File: src/rtl/mvb_crc_sequencer_if.sv
// ----------------------------------------------------------------------------
// mvb_crc_sequencer_if
//
// Groups the signals around the MVB CRC frame sequencer:
//   frame_start, frame_len   frame delimiter -> sequencer (frame announcement)
//   bit_valid, bit_in        Manchester decoder -> sequencer (decoded bits)
//   crc_error                CRC checker -> sequencer (per-group error flag)
//   crc_ready, crc_read,
//   crc_data                 sequencer -> CRC checker (serial strobes)
//   busy, frame_done,
//   frame_error,
//   group_err_cnt, timeout   sequencer -> frame buffer (per-frame result)
//
// Modports:
//   master  the surrounding receive chain (decoder, delimiter, checker, buffer)
//   slave   the sequencer itself
// ----------------------------------------------------------------------------
interface mvb_crc_sequencer_if;
    logic       frame_start;
    logic [2:0] frame_len;
    logic       bit_valid;
    logic       bit_in;
    logic       crc_error;
    logic       crc_ready;
    logic       crc_read;
    logic       crc_data;
    logic       busy;
    logic       frame_done;
    logic       frame_error;
    logic [2:0] group_err_cnt;
    logic       timeout;

    modport master (
        output frame_start, frame_len, bit_valid, bit_in, crc_error,
        input  crc_ready, crc_read, crc_data, busy, frame_done, frame_error,
               group_err_cnt, timeout
    );

    modport slave (
        input  frame_start, frame_len, bit_valid, bit_in, crc_error,
        output crc_ready, crc_read, crc_data, busy, frame_done, frame_error,
               group_err_cnt, timeout
    );
endinterface

File: src/rtl/mvb_crc_sequencer.sv
// ----------------------------------------------------------------------------
// mvb_crc_sequencer
//
// Frame-level controller for the serial MVB CRC checker. Counts the decoded
// bits of a received frame, splits it into data groups (at most GROUP_BITS
// bits) each followed by an 8-bit check sequence, strobes every bit into the
// checker exactly once, inserts one flush strobe after each check sequence,
// samples the checker's error flag and reports one result per frame.
//
// Ports:
//   clk_3M  3 MHz bit clock, rising edge
//   rst     asynchronous, active-high reset
//   bus     mvb_crc_sequencer_if.slave
//     frame_start/frame_len  frame announcement (len code 0..4 = 16..256 bits)
//     bit_valid/bit_in       decoded bit strobe, MSB first
//     crc_error              checker error flag, sampled once per group
//     crc_ready/crc_read/crc_data  checker strobes, 1 cycle after bit_valid
//     busy                   accepted frame_start .. frame_done
//     frame_done             1-cycle result pulse
//     frame_error/group_err_cnt/timeout  result, held until next frame_start
// ----------------------------------------------------------------------------
module mvb_crc_sequencer #(
    parameter int TIMEOUT_CYC = 48,
    parameter int GROUP_BITS  = 64
) (
    input  logic               clk_3M,
    input  logic               rst,
    mvb_crc_sequencer_if.slave bus
);

    localparam int GAP_W = $clog2(TIMEOUT_CYC + 1);

    // gap_cnt reads 0 in the cycle after an accepted bit. Leaving DATA/CHECK,
    // the DONE cycle and the registered frame_done add three more cycles, so
    // the abort decision is taken three counts early: frame_done then lands
    // exactly TIMEOUT_CYC cycles after the last accepted bit_valid.
    localparam logic [GAP_W-1:0] GAP_LIMIT = GAP_W'(TIMEOUT_CYC - 3);

    typedef enum logic [2:0] {
        S_IDLE,
        S_DATA,
        S_CHECK,
        S_FLUSH,
        S_EVAL,
        S_DONE
    } state_t;

    // Data bits covered by one check sequence for a legal length code.
    function automatic logic [6:0] group_bits(input logic [2:0] code);
        int len;
        len = 16 << code;
        if (len > GROUP_BITS) len = GROUP_BITS;
        return 7'(len);
    endfunction

    // Number of groups minus one; the group counter counts down to zero.
    function automatic logic [1:0] last_group(input logic [2:0] code);
        int n;
        n = (16 << code) / GROUP_BITS;
        if (n < 1) n = 1;
        return 2'(n - 1);
    endfunction

    function automatic logic [2:0] sat_inc3(input logic [2:0] v);
        return (v == 3'd7) ? v : v + 3'd1;
    endfunction

    state_t           state_q,  state_nxt;
    logic [6:0]       bit_cnt_q, bit_cnt_nxt;
    logic [GAP_W-1:0] gap_cnt_q, gap_cnt_nxt;
    logic [1:0]       grp_cnt_q, grp_cnt_nxt;
    logic [6:0]       gbits_q,  gbits_nxt;
    logic [2:0]       err_cnt_q, err_cnt_nxt;
    logic             tmo_q,    tmo_nxt;

    logic             crc_ready_q,     crc_ready_nxt;
    logic             crc_read_q,      crc_read_nxt;
    logic             crc_data_q,      crc_data_nxt;
    logic             busy_q,          busy_nxt;
    logic             frame_done_q,    frame_done_nxt;
    logic             frame_error_q,   frame_error_nxt;
    logic [2:0]       group_err_cnt_q, group_err_cnt_nxt;
    logic             timeout_q,       timeout_nxt;

    always_comb begin
        state_nxt         = state_q;
        bit_cnt_nxt       = bit_cnt_q;
        gap_cnt_nxt       = gap_cnt_q;
        grp_cnt_nxt       = grp_cnt_q;
        gbits_nxt         = gbits_q;
        err_cnt_nxt       = err_cnt_q;
        tmo_nxt           = tmo_q;
        crc_ready_nxt     = 1'b0;
        crc_read_nxt      = 1'b0;
        crc_data_nxt      = 1'b0;
        frame_done_nxt    = 1'b0;
        frame_error_nxt   = frame_error_q;
        group_err_cnt_nxt = group_err_cnt_q;
        timeout_nxt       = timeout_q;

        unique case (state_q)
            S_IDLE: begin
                if (bus.frame_start) begin
                    frame_error_nxt   = 1'b0;
                    group_err_cnt_nxt = 3'd0;
                    timeout_nxt       = 1'b0;
                    err_cnt_nxt       = 3'd0;
                    bit_cnt_nxt       = 7'd0;
                    gap_cnt_nxt       = '0;
                    if (bus.frame_len <= 3'd4) begin
                        state_nxt   = S_DATA;
                        gbits_nxt   = group_bits(bus.frame_len);
                        grp_cnt_nxt = last_group(bus.frame_len);
                        tmo_nxt     = 1'b0;
                    end else begin
                        // Illegal length: report as an aborted frame.
                        state_nxt = S_DONE;
                        tmo_nxt   = 1'b1;
                    end
                end
            end

            S_DATA: begin
                if (bus.bit_valid) begin
                    crc_ready_nxt = 1'b1;
                    crc_data_nxt  = bus.bit_in;
                    gap_cnt_nxt   = '0;
                    if (bit_cnt_q + 7'd1 == gbits_q) begin
                        bit_cnt_nxt = 7'd0;
                        state_nxt   = S_CHECK;
                    end else begin
                        bit_cnt_nxt = bit_cnt_q + 7'd1;
                    end
                end else if (gap_cnt_q == GAP_LIMIT) begin
                    state_nxt = S_DONE;
                    tmo_nxt   = 1'b1;
                end else begin
                    gap_cnt_nxt = gap_cnt_q + 1'b1;
                end
            end

            S_CHECK: begin
                if (bus.bit_valid) begin
                    crc_ready_nxt = 1'b1;
                    crc_read_nxt  = 1'b1;
                    crc_data_nxt  = bus.bit_in;
                    gap_cnt_nxt   = '0;
                    if (bit_cnt_q == 7'd7) begin
                        bit_cnt_nxt = 7'd0;
                        state_nxt   = S_FLUSH;
                    end else begin
                        bit_cnt_nxt = bit_cnt_q + 7'd1;
                    end
                end else if (gap_cnt_q == GAP_LIMIT) begin
                    state_nxt = S_DONE;
                    tmo_nxt   = 1'b1;
                end else begin
                    gap_cnt_nxt = gap_cnt_q + 1'b1;
                end
            end

            S_FLUSH: begin
                // One extra read strobe with a zero bit lets the checker
                // settle its error flag; any bit_valid here is dropped.
                crc_ready_nxt = 1'b1;
                crc_read_nxt  = 1'b1;
                state_nxt     = S_EVAL;
            end

            S_EVAL: begin
                if (bus.crc_error) err_cnt_nxt = sat_inc3(err_cnt_q);
                if (grp_cnt_q != 2'd0) begin
                    grp_cnt_nxt = grp_cnt_q - 2'd1;
                    state_nxt   = S_DATA;
                end else begin
                    state_nxt = S_DONE;
                end
            end

            S_DONE: begin
                frame_done_nxt    = 1'b1;
                frame_error_nxt   = (err_cnt_q != 3'd0) || tmo_q;
                group_err_cnt_nxt = err_cnt_q;
                timeout_nxt       = tmo_q;
                state_nxt         = S_IDLE;
            end

            default: state_nxt = S_IDLE;
        endcase

        busy_nxt = (state_nxt != S_IDLE);
    end

    // ---- register stage: state, counters and all outputs ----
    always_ff @(posedge clk_3M or posedge rst) begin
        if (rst) begin
            state_q         <= S_IDLE;
            bit_cnt_q       <= 7'd0;
            gap_cnt_q       <= '0;
            grp_cnt_q       <= 2'd0;
            gbits_q         <= 7'd0;
            err_cnt_q       <= 3'd0;
            tmo_q           <= 1'b0;
            crc_ready_q     <= 1'b0;
            crc_read_q      <= 1'b0;
            crc_data_q      <= 1'b0;
            busy_q          <= 1'b0;
            frame_done_q    <= 1'b0;
            frame_error_q   <= 1'b0;
            group_err_cnt_q <= 3'd0;
            timeout_q       <= 1'b0;
        end else begin
            state_q         <= state_nxt;
            bit_cnt_q       <= bit_cnt_nxt;
            gap_cnt_q       <= gap_cnt_nxt;
            grp_cnt_q       <= grp_cnt_nxt;
            gbits_q         <= gbits_nxt;
            err_cnt_q       <= err_cnt_nxt;
            tmo_q           <= tmo_nxt;
            crc_ready_q     <= crc_ready_nxt;
            crc_read_q      <= crc_read_nxt;
            crc_data_q      <= crc_data_nxt;
            busy_q          <= busy_nxt;
            frame_done_q    <= frame_done_nxt;
            frame_error_q   <= frame_error_nxt;
            group_err_cnt_q <= group_err_cnt_nxt;
            timeout_q       <= timeout_nxt;
        end
    end

    assign bus.crc_ready     = crc_ready_q;
    assign bus.crc_read      = crc_read_q;
    assign bus.crc_data      = crc_data_q;
    assign bus.busy          = busy_q;
    assign bus.frame_done    = frame_done_q;
    assign bus.frame_error   = frame_error_q;
    assign bus.group_err_cnt = group_err_cnt_q;
    assign bus.timeout       = timeout_q;

endmodule

File: src/flat_wrapper.sv
// flat-port wrapper written by rule: the top's interface ports become plain ports
module mvb_crc_sequencer_flat 
#(
    parameter int TIMEOUT_CYC = 48,
    parameter int GROUP_BITS  = 64
)
  (clk_3M, rst, bus_frame_start, bus_frame_len, bus_bit_valid, bus_bit_in, bus_crc_error, bus_crc_ready, bus_crc_read, bus_crc_data, bus_busy, bus_frame_done, bus_frame_error, bus_group_err_cnt, bus_timeout);
  mvb_crc_sequencer_if bus_i ();
  input  logic clk_3M;
  input  logic rst;
  input wire logic [$bits(bus_i.frame_start)-1:0] bus_frame_start;
  input wire logic [$bits(bus_i.frame_len)-1:0] bus_frame_len;
  input wire logic [$bits(bus_i.bit_valid)-1:0] bus_bit_valid;
  input wire logic [$bits(bus_i.bit_in)-1:0] bus_bit_in;
  input wire logic [$bits(bus_i.crc_error)-1:0] bus_crc_error;
  output wire logic [$bits(bus_i.crc_ready)-1:0] bus_crc_ready;
  output wire logic [$bits(bus_i.crc_read)-1:0] bus_crc_read;
  output wire logic [$bits(bus_i.crc_data)-1:0] bus_crc_data;
  output wire logic [$bits(bus_i.busy)-1:0] bus_busy;
  output wire logic [$bits(bus_i.frame_done)-1:0] bus_frame_done;
  output wire logic [$bits(bus_i.frame_error)-1:0] bus_frame_error;
  output wire logic [$bits(bus_i.group_err_cnt)-1:0] bus_group_err_cnt;
  output wire logic [$bits(bus_i.timeout)-1:0] bus_timeout;
  assign bus_i.frame_start = bus_frame_start;
  assign bus_i.frame_len = bus_frame_len;
  assign bus_i.bit_valid = bus_bit_valid;
  assign bus_i.bit_in = bus_bit_in;
  assign bus_i.crc_error = bus_crc_error;
  assign bus_crc_ready = bus_i.crc_ready;
  assign bus_crc_read = bus_i.crc_read;
  assign bus_crc_data = bus_i.crc_data;
  assign bus_busy = bus_i.busy;
  assign bus_frame_done = bus_i.frame_done;
  assign bus_frame_error = bus_i.frame_error;
  assign bus_group_err_cnt = bus_i.group_err_cnt;
  assign bus_timeout = bus_i.timeout;
  mvb_crc_sequencer #(.TIMEOUT_CYC(TIMEOUT_CYC), .GROUP_BITS(GROUP_BITS)) u_core (.clk_3M(clk_3M), .rst(rst), .bus(bus_i));
endmodule
File: config.mk
export PLATFORM = sky130hd
export DESIGN_NAME = mvb_crc_sequencer_flat
export DESIGN_NICKNAME = d
export VERILOG_FILES = /design/src/rtl/mvb_crc_sequencer_if.sv /design/src/rtl/mvb_crc_sequencer.sv /design/src/flat_wrapper.sv
export SDC_FILE = /design/constraint.sdc
export NUM_CORES = 1
export LEC_CHECK = 0
export ABC_CLOCK_PERIOD_IN_PS = 5800
export CAP_MARGIN = 10
export CORE_MARGIN = 2
export CORE_UTILIZATION = 60
export DETAILED_ROUTE_END_ITERATION = 10
export PLACE_DENSITY = 0.79
export SLEW_MARGIN = 20
export SYNTH_ARGS = -nofsm -noshare
export SYNTH_HDL_FRONTEND = slang
export SYNTH_SLANG_ARGS = --single-unit
File: constraint.sdc
create_clock -name clk_3M -period 5.8 [get_ports clk_3M]
set_input_delay 1.74 -clock clk_3M [delete_from_list [all_inputs] [get_ports clk_3M]]
set_output_delay 1.74 -clock clk_3M [all_outputs]
set_load 0.01 [all_outputs]
Yosys cells after proc, flatten, opt, wreduce, memory -nomap -nowiden:

Cells that the tools add are included.

* $add $sub $neg: 6
* $lt $le $gt $ge: 3
* eq/ne operators: 19
* shifts and indexed selects: 1
* multiplexer cells: 47
* bitwise logic cells: 1
* reduce and logical (&&, ||, !) cells: 18

Operators by type and width (number)
* $mux 7: 6
* $mux 3: 11
* $add 32x1->32: 1
* $gt 32x8->1 const B: 1
* $lt 32x2->1 const B: 1
* $shl 5x3->32 const A: 1
* $pmux 7 s3: 1
* $mux 6: 3
* $reduce_and 4->1: 4
* $pmux 3 s5: 1
* $mux 2: 7
* $ne 2x2->1 const B: 6
* $pmux 3 s2: 2
* $pmux 6 s2: 1
* $pmux 1 s2: 5
* $eq 3x3->1 const B: 3
* $mux 1: 9
* $reduce_bool 3->1: 3
* $reduce_bool 2->1: 4
* $add 7x1->7 const B: 1
* $eq 7x3->1 const B: 1
* $eq 7x7->1: 1
* $add 6x1->6 const B: 1
* $eq 3x2->1 const B: 2
* 16 further kinds: 19

* flip-flop bits (word level): 39
* word-level logic and storage cells: 110

Logic depth before layout (Yosys ltp):

Gate-level depths: netlist of run 1.

* depth in word-level cells: 13
* mapped depth: 8

Worst setup path after synthesis of run 1:

OpenSTA, ideal clock, no wires.

* kind: input port to flip-flop
* start: input bus_bit_valid
* end: register u_core.bit_cnt_q[5]
* setup time: 0.064 ns
* arrival time: 2.947 ns
* path slack: 2.789 ns
* stages: 7
* path buffers: 1
* path through: clkbuf_1 inv_1 o22ai_1 nand2_2 or3_1 a22oi_1 a21o_1

* word-level cells in the longest chain between the ends: 2
* elaborated cells on any way between the ends: 3
* those cells by class: eq/ne: 2; reduce/logical: 1

RTL lines
* start: declaration: line flat_wrapper.sv:13 `input wire logic [$bits(bus_i.bit_valid)-1:0] bus_bit_valid;`
* $ne 2x2->1 (no line)
* $reduce_and 4->1 (no line) *
* end signal: assignment: line mvb_crc_sequencer.sv:214 `bit_cnt_q <= bit_cnt_nxt;`
* end: declaration: line mvb_crc_sequencer.sv:69 `logic [6:0] bit_cnt_q, bit_cnt_nxt;`

Mark *: on every way between the ends. The rest lies on a longest branch, timed or not.
A chain may end at the register's enable or synchronous reset.

Worst setup path in the final report of run 1:

Ends and elaborated chain as after synthesis.

==> flow_summary_export.csv, run 1 <==
group,metric,value,unit
status,status,"complete, no violations",
power_and_ir_drop,p_int,522.9,uW
placed_design,hpwl,2.887,mm
yosys,syn_nets,224,
sta,tightest_slew,0.5060,ns
route,drc,0,
route,vias_per_cell,5.756,
floorplanning,die_h,61.17,um
finish,area_growth,12.13,%
finish,fillCellCount,246,
global_route,grt_pass1_vias,1477,
sta,fin_skew,0.005230,ns
finish,fin_util,0.7142,
route,drtIter0Drc,72,
floorplanning,dieArea,3741,um^2
sta,min_period_over_period,0.5616,
finish,layout_common_cells,"35 x dfrtp_1, 23 x nand2_1, 21 x o21ai_0",
setup_path,start_kind,"input pin",
route,wl_per_cell,14.35,um
setup_path,timing.rr.end,"u_core.bus.frame_error$_DFFE_PP0P_",
cts,cts_tree,"built",
cts,cts_setup_buffers,0,
sta,finalHoldViolations,0,
cts,numCtsBuffers,5,
setup_path,critPathSlowestCell,"clkdlybuf4s50_1",
cts,root_buffer,"clkbuf_4",
power_and_ir_drop,p_per_area,399.9,nW/um^2
floorplanning,die_x,61.17,um
power_and_ir_drop,pwr-share-clk,0.143,
sta,slew_violations,0,
placed_design,place_congestion,0.8387,
power_and_ir_drop,p_seq_frac,0.437,
route,drt-total-wl,3.890,mm
finish,antennaDiodeCount,0,
sta,fin_tns_setup,0,ns
route,vias,1560,
setup_path,crit_path_end_kind,"flip-flop",
yosys,synth_flop_cell,"dfrtp_1",
sta,clock.fmax,307.0,MHz
yosys,yosys.cell_types.count,51,
global_route,grt_max_degree,36,
finish,layout_commonest_cell,"dfrtp_1",
setup_path,r2r_slack,3.64,ns
global_route,track_usage,0.2447,
power_and_ir_drop,vdd_drop_max,0.0002215,V
finish,seq_area,875.8,um^2
global_route,antenna_found_initial,0,
setup_path,cp.arrival,3.54,ns
sta,worst_slack,2.543,ns
power_and_ir_drop,p_leak,0.0009610,uW
cts,clk_pin_slew,0.10,ns
yosys,syn_inst,208,
finish,layout.nets,242,
floorplanning,core_area,3078,um^2
yosys,synth-edff-count,0,
power_and_ir_drop,swShare,0.4051,
setup_path,max_stage_delay,0.62,ns
yosys,ys_ff_latch,35,
route,first_pass_iters,4,
route,ant_nets,0,
power_and_ir_drop,pwr-share-comb,0.420,
worst_hold_path,whs_path_depth,1,
setup_path,worstPathRequired,6.08,ns
global_route,grt_overflow_total,0,
global_route,grt_pass1_wl,6.734,mm
worst_hold_path,hp-class,"reg2reg",
cts,post_cts_resized,0,
yosys,synth-seq-area-share,0.4467,
placed_design,post-place-ws,2.208,ns
worst_hold_path,min_from,"u_core.bus.group_err_cnt[0]$_DFFE_PP0P_",
cts,insertion_delay,0.33,ns
power_and_ir_drop,total_power,879.0,uW
power_and_ir_drop,netSwitchingPower,356.1,uW
finish,drive_gt1_frac,0.07048,
cts,cts_hold_buf,0,
setup_path,crit_fanout,10,
sta,setup_viol,0,
cts,numClockSinks,35,
floorplanning,ios,19,
sta,slew_headroom,0.6591,
cts,cts.path.max_buffers,2,
job,cap_viol_max_count,0,
setup_path,crit_chain,"clkdlybuf4s50_1 > inv_1 > o22ai_1 > nand2_2 > or3_1 > a22oi_1 > a21o_1",
finish,multi_input_area,999.7,um^2
worst_hold_path,hold-path-endpoint,"u_core.bus.group_err_cnt[0]$_DFFE_PP0P_",
yosys,syn_area,1961,um^2
floorplanning,num_rows,20,
floorplanning,start_util,0.6370,
yosys,avgSynthCellArea,9.426,um^2
sta,fin_crit,3.257,ns
cts,cts_max_level,2,
placed_design,io_buffers,18,
yosys,yosysWarnings,0,
yosys,ys_async_sr_fraction,1.000,
sta,rsz0062_at_grt,"no",
setup_path,r2r-start,"u_core.state_q[2]$_DFF_PP0_",
setup_path,r2r_cells,4,
setup_path,setup.worst_path.class,"in2reg",
## through the flow
step	area, um^2	cells	hold WS [ns]
floorplan	1961	208	0.4672
CTS	2198	271	0.5129
global placement	2148	263	0.4828
global route	2198	271	0.5365
finish	2198	271	0.5115
detailed placement	2148	263	0.4907
## critical path: cells and delay by family
kind	cells	cell delay [ns]
AOI/OAI and AO/OA	3	0.51
buffers and inverters	2	0.72
and+or+nand+nor	2	0.56
## layer usage
metal  share of wire  GRT usage  vias to the layer above
met3           0.051    0.05042                        8
li1                -          -                      768
met1            0.46     0.3428                      746
met4           0.013    0.08075                        0
met5               0          0                        -
met2            0.48     0.3815                       38
## cell type report
| type | count | area share |
|---|---|---|
| timing repair buffer | 19 | 0.08537 |
| inverter | 8 | 0.01366 |
| sequential | 35 | 0.3984 |
| multi-input combinational | 157 | 0.4548 |
| clock buffer | 7 | 0.02049 |
| tap | 44 | 0.02504 |
| clock inverter | 1 | 0.002277 |
## sequential cells by signal, summed over array words and instances (netlist names)
name,count
u_core.bit_cnt_q,7
u_core.bus.group_err_cnt,3
u_core.tmo_q,1
u_core.gap_cnt_q,6
u_core.bus.frame_error,1
u_core.state_q,3
u_core.bus.crc_ready,1
u_core.err_cnt_q,3
u_core.bus.busy,1
u_core.bus.timeout,1
u_core.bus.crc_read,1
u_core.bus.frame_done,1
u_core.grp_cnt_q,2
u_core.bus.crc_data,1
u_core.gbits_q,3
## Yosys cell counts, types with 2 or more instances
cell type / instances / share of area
buf_2: 2 / 0.0051
or3_1: 3 / 0.0096
clkbuf_1: 2 / 0.0038
a21oi_1: 8 / 0.020
nand3_1: 3 / 0.0077
buf_6: 2 / 0.011
nor3_1: 2 / 0.0051
or2_2: 2 / 0.0064
inv_1: 7 / 0.013
o21a_1: 2 / 0.0077
ha_1: 7 / 0.045
nor3b_1: 2 / 0.0077
o21ai_0: 21 / 0.054
a22oi_1: 2 / 0.0077
nor4_1: 2 / 0.0064
nand4_1: 4 / 0.013
xnor2_1: 5 / 0.022
nor2_1: 19 / 0.036
mux2i_1: 2 / 0.010
xor2_1: 7 / 0.031
and2_1: 5 / 0.016
dfrtp_1: 35 / 0.45
a21o_1: 3 / 0.011
and3_1: 2 / 0.0064
a22o_1: 5 / 0.022
nand2b_1: 7 / 0.022
nand2_1: 23 / 0.044
## power by group through the flow
| stage | Sequential [uW] | Clock (uW) | Combinational, uW |
|---|---|---|---|
| final | 384 | 126 | 369 |
| after global routing | 394 | 139 | 417 |
| after CTS | 383 | 129 | 369 |
| after detailed placement | 388 | 0 | 366 |
| after global placement | 383 | 0 | 352 |
| after floorplan | 365 | 0 | 276 |
## logic make-up (layout without fill, tap and decap cells)
group                    count (synthesis)  count (layout)  share of synthesized area
flip-flops                              35              35                     0.4467
AND/OR/NAND/NOR                         80              80                     0.2055
XOR/XNOR                                12              12                    0.05361
buffers and inverters                   16              35                    0.04340
multiplexers                             3               3                    0.01595
adder cells (fa/ha/maj)                  7               7                    0.04467
AO/OA/AOI/OAI                           55              55                     0.1902
## worst max-delay path by stage
stage                  startpoint                              end  slack [ns]  cells after the start
floorplan           bus_bit_valid  u_core.bit_cnt_q[5]$_DFFE_PP0P_        2.79                      7
global placement    bus_bit_valid  u_core.bit_cnt_q[5]$_DFFE_PP0P_        2.31                      7
detailed placement  bus_bit_valid  u_core.bit_cnt_q[5]$_DFFE_PP0P_        2.21                      7
CTS                 bus_bit_valid  u_core.bit_cnt_q[5]$_DFFE_PP0P_        2.56                      7
global route        bus_bit_valid  u_core.bit_cnt_q[6]$_DFFE_PP0P_        2.46                      7
finish              bus_bit_valid  u_core.bit_cnt_q[5]$_DFFE_PP0P_        2.54                      7
Note: power is estimated with default switching activity, not from simulation.
==> run 2: changes to the inputs <==
--- a/config.mk
+++ b/config.mk
@@ -5,12 +5,12 @@
 export SDC_FILE = /design/constraint.sdc
 export NUM_CORES = 1
 export LEC_CHECK = 0
-export ABC_CLOCK_PERIOD_IN_PS = 5800
+export ABC_CLOCK_PERIOD_IN_PS = 2700
 export CAP_MARGIN = 10
 export CORE_MARGIN = 2
-export CORE_UTILIZATION = 60
+export CORE_UTILIZATION = 51
 export DETAILED_ROUTE_END_ITERATION = 10
-export PLACE_DENSITY = 0.79
+export PLACE_DENSITY = 0.71
 export SLEW_MARGIN = 20
 export SYNTH_ARGS = -nofsm -noshare
 export SYNTH_HDL_FRONTEND = slang
==> constraint.sdc (replaced) <==
create_clock -name clk_3M -period 2.7 [get_ports clk_3M]
set_input_delay 0.81 -clock clk_3M [delete_from_list [all_inputs] [get_ports clk_3M]]
set_output_delay 0.81 -clock clk_3M [all_outputs]
set_load 0.01 [all_outputs]
==> flow_summary_export.csv, run 2 (same netlist as run 1, synthesis figures left out) <==
group,metric,value,unit
worst_hold_path,whs_path_depth,1,
sta,setup_viol,0,
global_route,grt_pass1_vias,1561,
cts,cts_max_level,2,
setup_path,crit_path_end,"u_core.bit_cnt_q[5]$_DFFE_PP0P_",
sta,worst_slack,0.4220,ns
finish,final_cell_area,2286,um^2
cts,numCtsBuffers,5,
cts,numClockSinks,35,
setup_path,crit_start,"bus_frame_start",
finish,seq_area,875.8,um^2
floorplanning,start_util,0.5315,
finish,drive_gt1_frac,0.08696,
job,cap_viol_max_count,0,
finish,largest_register,"u_core.bit_cnt_q",
cts,clk_pin_slew,0.07,ns
setup_path,crit_chain,"clkdlybuf4s50_1 > mux2i_1 > o22ai_1 > nand2_2 > or3_1 > a22oi_1 > a21o_1",
power_and_ir_drop,vdd_drop_max,0.0006040,V
sta,fin_skew,0.002510,ns
setup_path,crit_path_end_kind,"flip-flop",
placed_design,io_buffers,18,
sta,slew_headroom,0.6809,
sta,clock.fmax,439.0,MHz
cts,root_buffer,"clkbuf_8",
setup_path,r2r-start,"u_core.bit_cnt_q[0]$_DFFE_PP0P_",
cts,cts_tree,"built",
sta,fin_tns_setup,0,ns
cts,insertion_delay,0.28,ns
setup_path,worstPathRequired,2.92,ns
global_route,antenna_found_initial,0,
finish,top_regs,"u_core.bit_cnt_q (7), u_core.gap_cnt_q (6)",
setup_path,r2r_cells,7,
setup_path,cp.arrival,2.50,ns
setup_path,r2r_slack,0.63,ns
sta,slew_violations,0,
finish,largest_reg_flops,7,
floorplanning,die_x,66.01,um
global_route,grt_max_degree,36,
setup_path,critPathSlowestCell,"clkdlybuf4s50_1",
route,drt-total-wl,4.034,mm
global_route,track_usage,0.2128,
finish,antennaDiodeCount,0,
status,status,"complete, no violations",
cts,cts.path.max_buffers,2,
cts,cts_setup_buffers,0,
floorplanning,core_area,3689,um^2
setup_path,crit_fanout,6,
setup_path,max_stage_delay,0.57,ns
placed_design,hpwl,3.094,mm
finish,fillCellCount,310,
global_route,grt_pass1_wl,7.093,mm
worst_hold_path,hp-class,"reg2reg",
sta,tightest_slew,0.4736,ns
placed_design,place_congestion,0.8911,
setup_path,start_kind,"input pin",
cts,post_cts_resized,0,
cts,cts_hold_buf,0,
finish,layout.nets,246,
finish,layout_commonest_cell,"dfrtp_1",
route,vias_per_cell,5.612,
route,drc,0,
sta,finalHoldViolations,0,
power_and_ir_drop,p_leak,0.001003,uW
finish,fin_util,0.6197,
sta,fin_crit,2.278,ns
sta,rsz0062_at_grt,"no",
route,ant_nets,0,
placed_design,post-place-ws,0.1544,ns
route,first_pass_iters,4,
finish,area_growth,16.59,%
global_route,grt_overflow_total,0,
sta,min_period_over_period,0.8437,
setup_path,timing.rr.end,"u_core.bus.busy$_DFF_PP0_",
route,vias,1560,
floorplanning,dieArea,4357,um^2
placed_design,place_area,2183,um^2
floorplanning,ios,19,
finish,layout_common_cells,"35 x dfrtp_1, 23 x nand2_1, 21 x o21ai_0",
finish,multi_input_area,999.7,um^2
floorplanning,num_rows,22,
power_and_ir_drop,p_per_area,916.3,nW/um^2
power_and_ir_drop,total_power,2095,uW
route,drtIter0Drc,71,
setup_path,setup.worst_path.class,"in2reg",
floorplanning,die_h,66.01,um
route,wl_per_cell,14.51,um
-- run 2: final cells by class --
cell class	instances	area share
Clock buffer	6	0.03175
Multi-Input combinational cell	157	0.4373
Inverter	8	0.01314
Clock inverter	1	0.01314
Sequential cell	35	0.3831
Tap cell	48	0.02627
Timing Repair Buffer	23	0.09524
-- run 2: where the power goes --
| part | total [uW] | internal (uW) | switching, uW |
|---|---|---|---|
| sequential | 804 | 673 | 131 |
| combinational | 850 | 380 | 470 |
| clock | 440 | 270 | 170 |
-- run 2: worst min path at each step --
| stage | to | slack (ns) | startpoint |
|---|---|---|---|
| after floorplan | u_core.bit_cnt_q[1]$_DFFE_PP0P_ | 0.47 | u_core.bit_cnt_q[1]$_DFFE_PP0P_ |
| after global placement | u_core.bit_cnt_q[1]$_DFFE_PP0P_ | 0.48 | u_core.bit_cnt_q[1]$_DFFE_PP0P_ |
| after detailed placement | u_core.bus.group_err_cnt[2]$_DFFE_PP0P_ | 0.49 | u_core.bus.group_err_cnt[2]$_DFFE_PP0P_ |
| after CTS | u_core.bus.group_err_cnt[2]$_DFFE_PP0P_ | 0.50 | u_core.bus.group_err_cnt[2]$_DFFE_PP0P_ |
| after global routing | u_core.bus.group_err_cnt[0]$_DFFE_PP0P_ | 0.52 | u_core.bus.group_err_cnt[0]$_DFFE_PP0P_ |
| final | u_core.bus.group_err_cnt[0]$_DFFE_PP0P_ | 0.51 | u_core.bus.group_err_cnt[0]$_DFFE_PP0P_ |
-- run 2: per-stage QoR --
step	hold WS, ns	instances
2_1_floorplan	0.4672	208
3_3_place_gp	0.4812	271
3_5_place_dp	0.4900	271
4_1_cts	0.5048	278
5_1_grt	0.5209	278
6_report	0.5080	278
-- run 2: routing by layer --
metal / part of all wire / global-route usage / vias to the layer above
li1: - / - / 778
met1: 0.47 / 0.2875 / 729
met2: 0.46 / 0.3434 / 47
met3: 0.055 / 0.04770 / 6
met4: 0.015 / 0.06378 / 0
met5: 0 / 0 / -
-- run 2: critical path, delay by kind of cell --
| family | cells | cell delay (ns) |
|---|---|---|
| muxes | 1 | 0.11 |
| and+or+nand+nor | 2 | 0.49 |
| AOI/OAI and AO/OA | 3 | 0.50 |
| buffers and inverters | 1 | 0.57 |
==> run 3: changes to the inputs <==
--- a/config.mk
+++ b/config.mk
@@ -5,12 +5,12 @@
 export SDC_FILE = /design/constraint.sdc
 export NUM_CORES = 1
 export LEC_CHECK = 0
-export ABC_CLOCK_PERIOD_IN_PS = 2700
+export ABC_CLOCK_PERIOD_IN_PS = 2330
 export CAP_MARGIN = 10
 export CORE_MARGIN = 2
-export CORE_UTILIZATION = 51
+export CORE_UTILIZATION = 56
 export DETAILED_ROUTE_END_ITERATION = 10
-export PLACE_DENSITY = 0.71
+export PLACE_DENSITY = 0.74
 export SLEW_MARGIN = 20
 export SYNTH_ARGS = -nofsm -noshare
 export SYNTH_HDL_FRONTEND = slang
==> constraint.sdc (replaced) <==
create_clock -name clk_3M -period 2.33 [get_ports clk_3M]
set_input_delay 0.699 -clock clk_3M [delete_from_list [all_inputs] [get_ports clk_3M]]
set_output_delay 0.699 -clock clk_3M [all_outputs]
set_load 0.01 [all_outputs]
==> flow_summary_export.csv, run 3 (same netlist as run 1, synthesis figures left out) <==
group,metric,value,unit
route,vias,1636,
global_route,antenna_found_initial,0,
setup_path,cp.arrival,2.40,ns
route,ant_nets,0,
finish,layout_commonest_cell,"dfrtp_1",
power_and_ir_drop,total_power,2502,uW
cts,numClockSinks,35,
cts,insertion_delay,0.35,ns
setup_path,start_kind,"flip-flop",
route,first_pass_iters,4,
route,wl_per_cell,14.85,um
finish,largest_register,"u_core.bit_cnt_q",
cts,cts_hold_buf,0,
worst_hold_path,hold-path-endpoint,"u_core.bus.group_err_cnt[0]$_DFFE_PP0P_",
floorplanning,die_h,63.17,um
job,cap_viol_max_count,0,
floorplanning,die_x,63.17,um
setup_path,crit_chain,"ha_1 > and3_4 > a31oi_1 > o2111ai_2 > o21bai_2 > o211ai_2 > or3_1",
sta,fin_skew,0.01207,ns
power_and_ir_drop,vdd_drop_max,0.0006311,V
power_and_ir_drop,pwr-share-comb,0.410,
cts,cts_max_level,2,
global_route,grt_max_degree,36,
setup_path,r2r_slack,0.16,ns
sta,slew_violations,0,
finish,drive_gt1_frac,0.1181,
placed_design,post-place-ws,-0.0005556,ns
route,vias_per_cell,5.781,
status,status,"complete, no violations",
cts,root_buffer,"clkbuf_4",
floorplanning,start_util,0.5876,
placed_design,place_area,2226,um^2
sta,setup_viol,0,
cts,clk_pin_slew,0.12,ns
global_route,track_usage,0.2348,
worst_hold_path,hp-class,"reg2reg",
finish,antennaDiodeCount,0,
setup_path,max_stage_delay,0.42,ns
placed_design,hpwl,3.158,mm
global_route,grt_pass1_vias,1583,
cts,cts_setup_buffers,0,
power_and_ir_drop,p_per_area,1073,nW/um^2
cts,cts_tree,"built",
setup_path,setup.worst_path.class,"reg2reg",
cts,numCtsBuffers,5,
setup_path,worstPathRequired,2.56,ns
floorplanning,core_area,3337,um^2
floorplanning,num_rows,21,
power_and_ir_drop,swShare,0.3697,
setup_path,crit_path_end_kind,"flip-flop",
global_route,grt_pass1_wl,7.293,mm
sta,rsz0062_at_grt,"no",
setup_path,crit_fanout,4,
placed_design,io_buffers,18,
power_and_ir_drop,p_leak,0.001031,uW
placed_design,place_congestion,0.8852,
sta,clock.fmax,461.5,MHz
cts,cts.path.max_buffers,2,
floorplanning,dieArea,3990,um^2
finish,largest_reg_flops,7,
finish,top_regs,"u_core.bit_cnt_q (7), u_core.gap_cnt_q (6)",
route,drc,0,
setup_path,timing.rr.end,"u_core.bus.busy$_DFF_PP0_",
power_and_ir_drop,p_seq_frac,0.371,
finish,layout.nets,252,
setup_path,crit_family,"compound AO/OA/AOI/OAI gates",
sta,tightest_slew,0.5199,ns
finish,final_cell_area,2331,um^2
cts,post_cts_resized,0,
power_and_ir_drop,p_int,1577,uW
setup_path,r2r_cells,7,
setup_path,critical_path_depth,7,
setup_path,crit_buf_inv,0,
worst_hold_path,whs_path_depth,1,
route,drtIter0Drc,89,
power_and_ir_drop,pwr-share-clk,0.219,
worst_hold_path,min_from,"u_core.bus.group_err_cnt[0]$_DFFE_PP0P_",
sta,min_period_over_period,0.9299,
route,drt-total-wl,4.202,mm
power_and_ir_drop,netSwitchingPower,925.0,uW
floorplanning,ios,19,
finish,layout_common_cells,"35 x dfrtp_1, 23 x nand2_1, 21 x o21ai_0",
sta,slew_headroom,0.6497,
sta,worst_slack,0.1633,ns
finish,fillCellCount,256,
sta,finalHoldViolations,0,
sta,fin_crit,2.167,ns
global_route,grt_overflow_total,0,
finish,area_growth,18.89,%
setup_path,r2r-start,"u_core.bit_cnt_q[0]$_DFFE_PP0P_",
setup_path,critPathSlowestCell,"dfrtp_1",
[run 3: cell types whose count changed in the layout (fill, tap and decap cells not counted)]
cell	delta
buf_4	+6
bufinv_16	+1
clkbuf_1	-1
clkbuf_4	+5
clkbuf_8	-5
clkinvlp_4	+1
[run 3: worst max-delay path by stage]
stage	from	to	slack, ns
detailed placement	bus_bit_valid	u_core.bit_cnt_q[5]$_DFFE_PP0P_	-0.0006
global placement	bus_frame_len[0]	u_core.bus.busy$_DFF_PP0_	0.05
CTS	u_core.bit_cnt_q[0]$_DFFE_PP0P_	u_core.bus.busy$_DFF_PP0_	0.18
finish	u_core.bit_cnt_q[0]$_DFFE_PP0P_	u_core.bus.busy$_DFF_PP0_	0.16
floorplan	bus_bit_valid	u_core.bit_cnt_q[5]$_DFFE_PP0P_	0.36
global route	u_core.bit_cnt_q[0]$_DFFE_PP0P_	u_core.bus.busy$_DFF_PP0_	0.07
[run 3: cell type report]
cell class                      instances  area [um^2]  share of cell area
Sequential cell                        35        875.8              0.3757
Multi-Input combinational cell        157        999.7              0.4289
Clock buffer                            5        37.54             0.01610
Inverter                                8        30.03             0.01288
Tap cell                               46        57.56             0.02469
Timing Repair Buffer                   29        262.8              0.1127
Clock inverter                          3        67.56             0.02899
[run 3: metrics by stage]
stage,hold WS [ns],setup TNS [ns],utilization,cells
floorplan,0.4672,0,-,208
global placement,0.4794,0,0.6670,275
detailed placement,0.4902,-0.0005556,0.6670,275
CTS,0.5180,0,0.6985,283
global route,0.5467,0,0.6985,283
finish,0.5160,0,0.6985,283
[run 3: power by group through the flow]
stage / combinational (uW) / clock [uW] / sequential [uW]
final: 1030 / 548 / 928
after global routing: 1150 / 590 / 955
after CTS: 1030 / 557 / 929
after detailed placement: 1020 / 0 / 941
after global placement: 974 / 0 / 933
after floorplan: 688 / 0 / 908
[run 3: metal layers]
layer	wire (um)	vias to the layer above	global-route usage
met4	91	0	0.09783
li1	-	790	-
met1	1912	794	0.3015
met3	207	10	0.05893
met2	1991	42	0.3790
met5	0	-	0
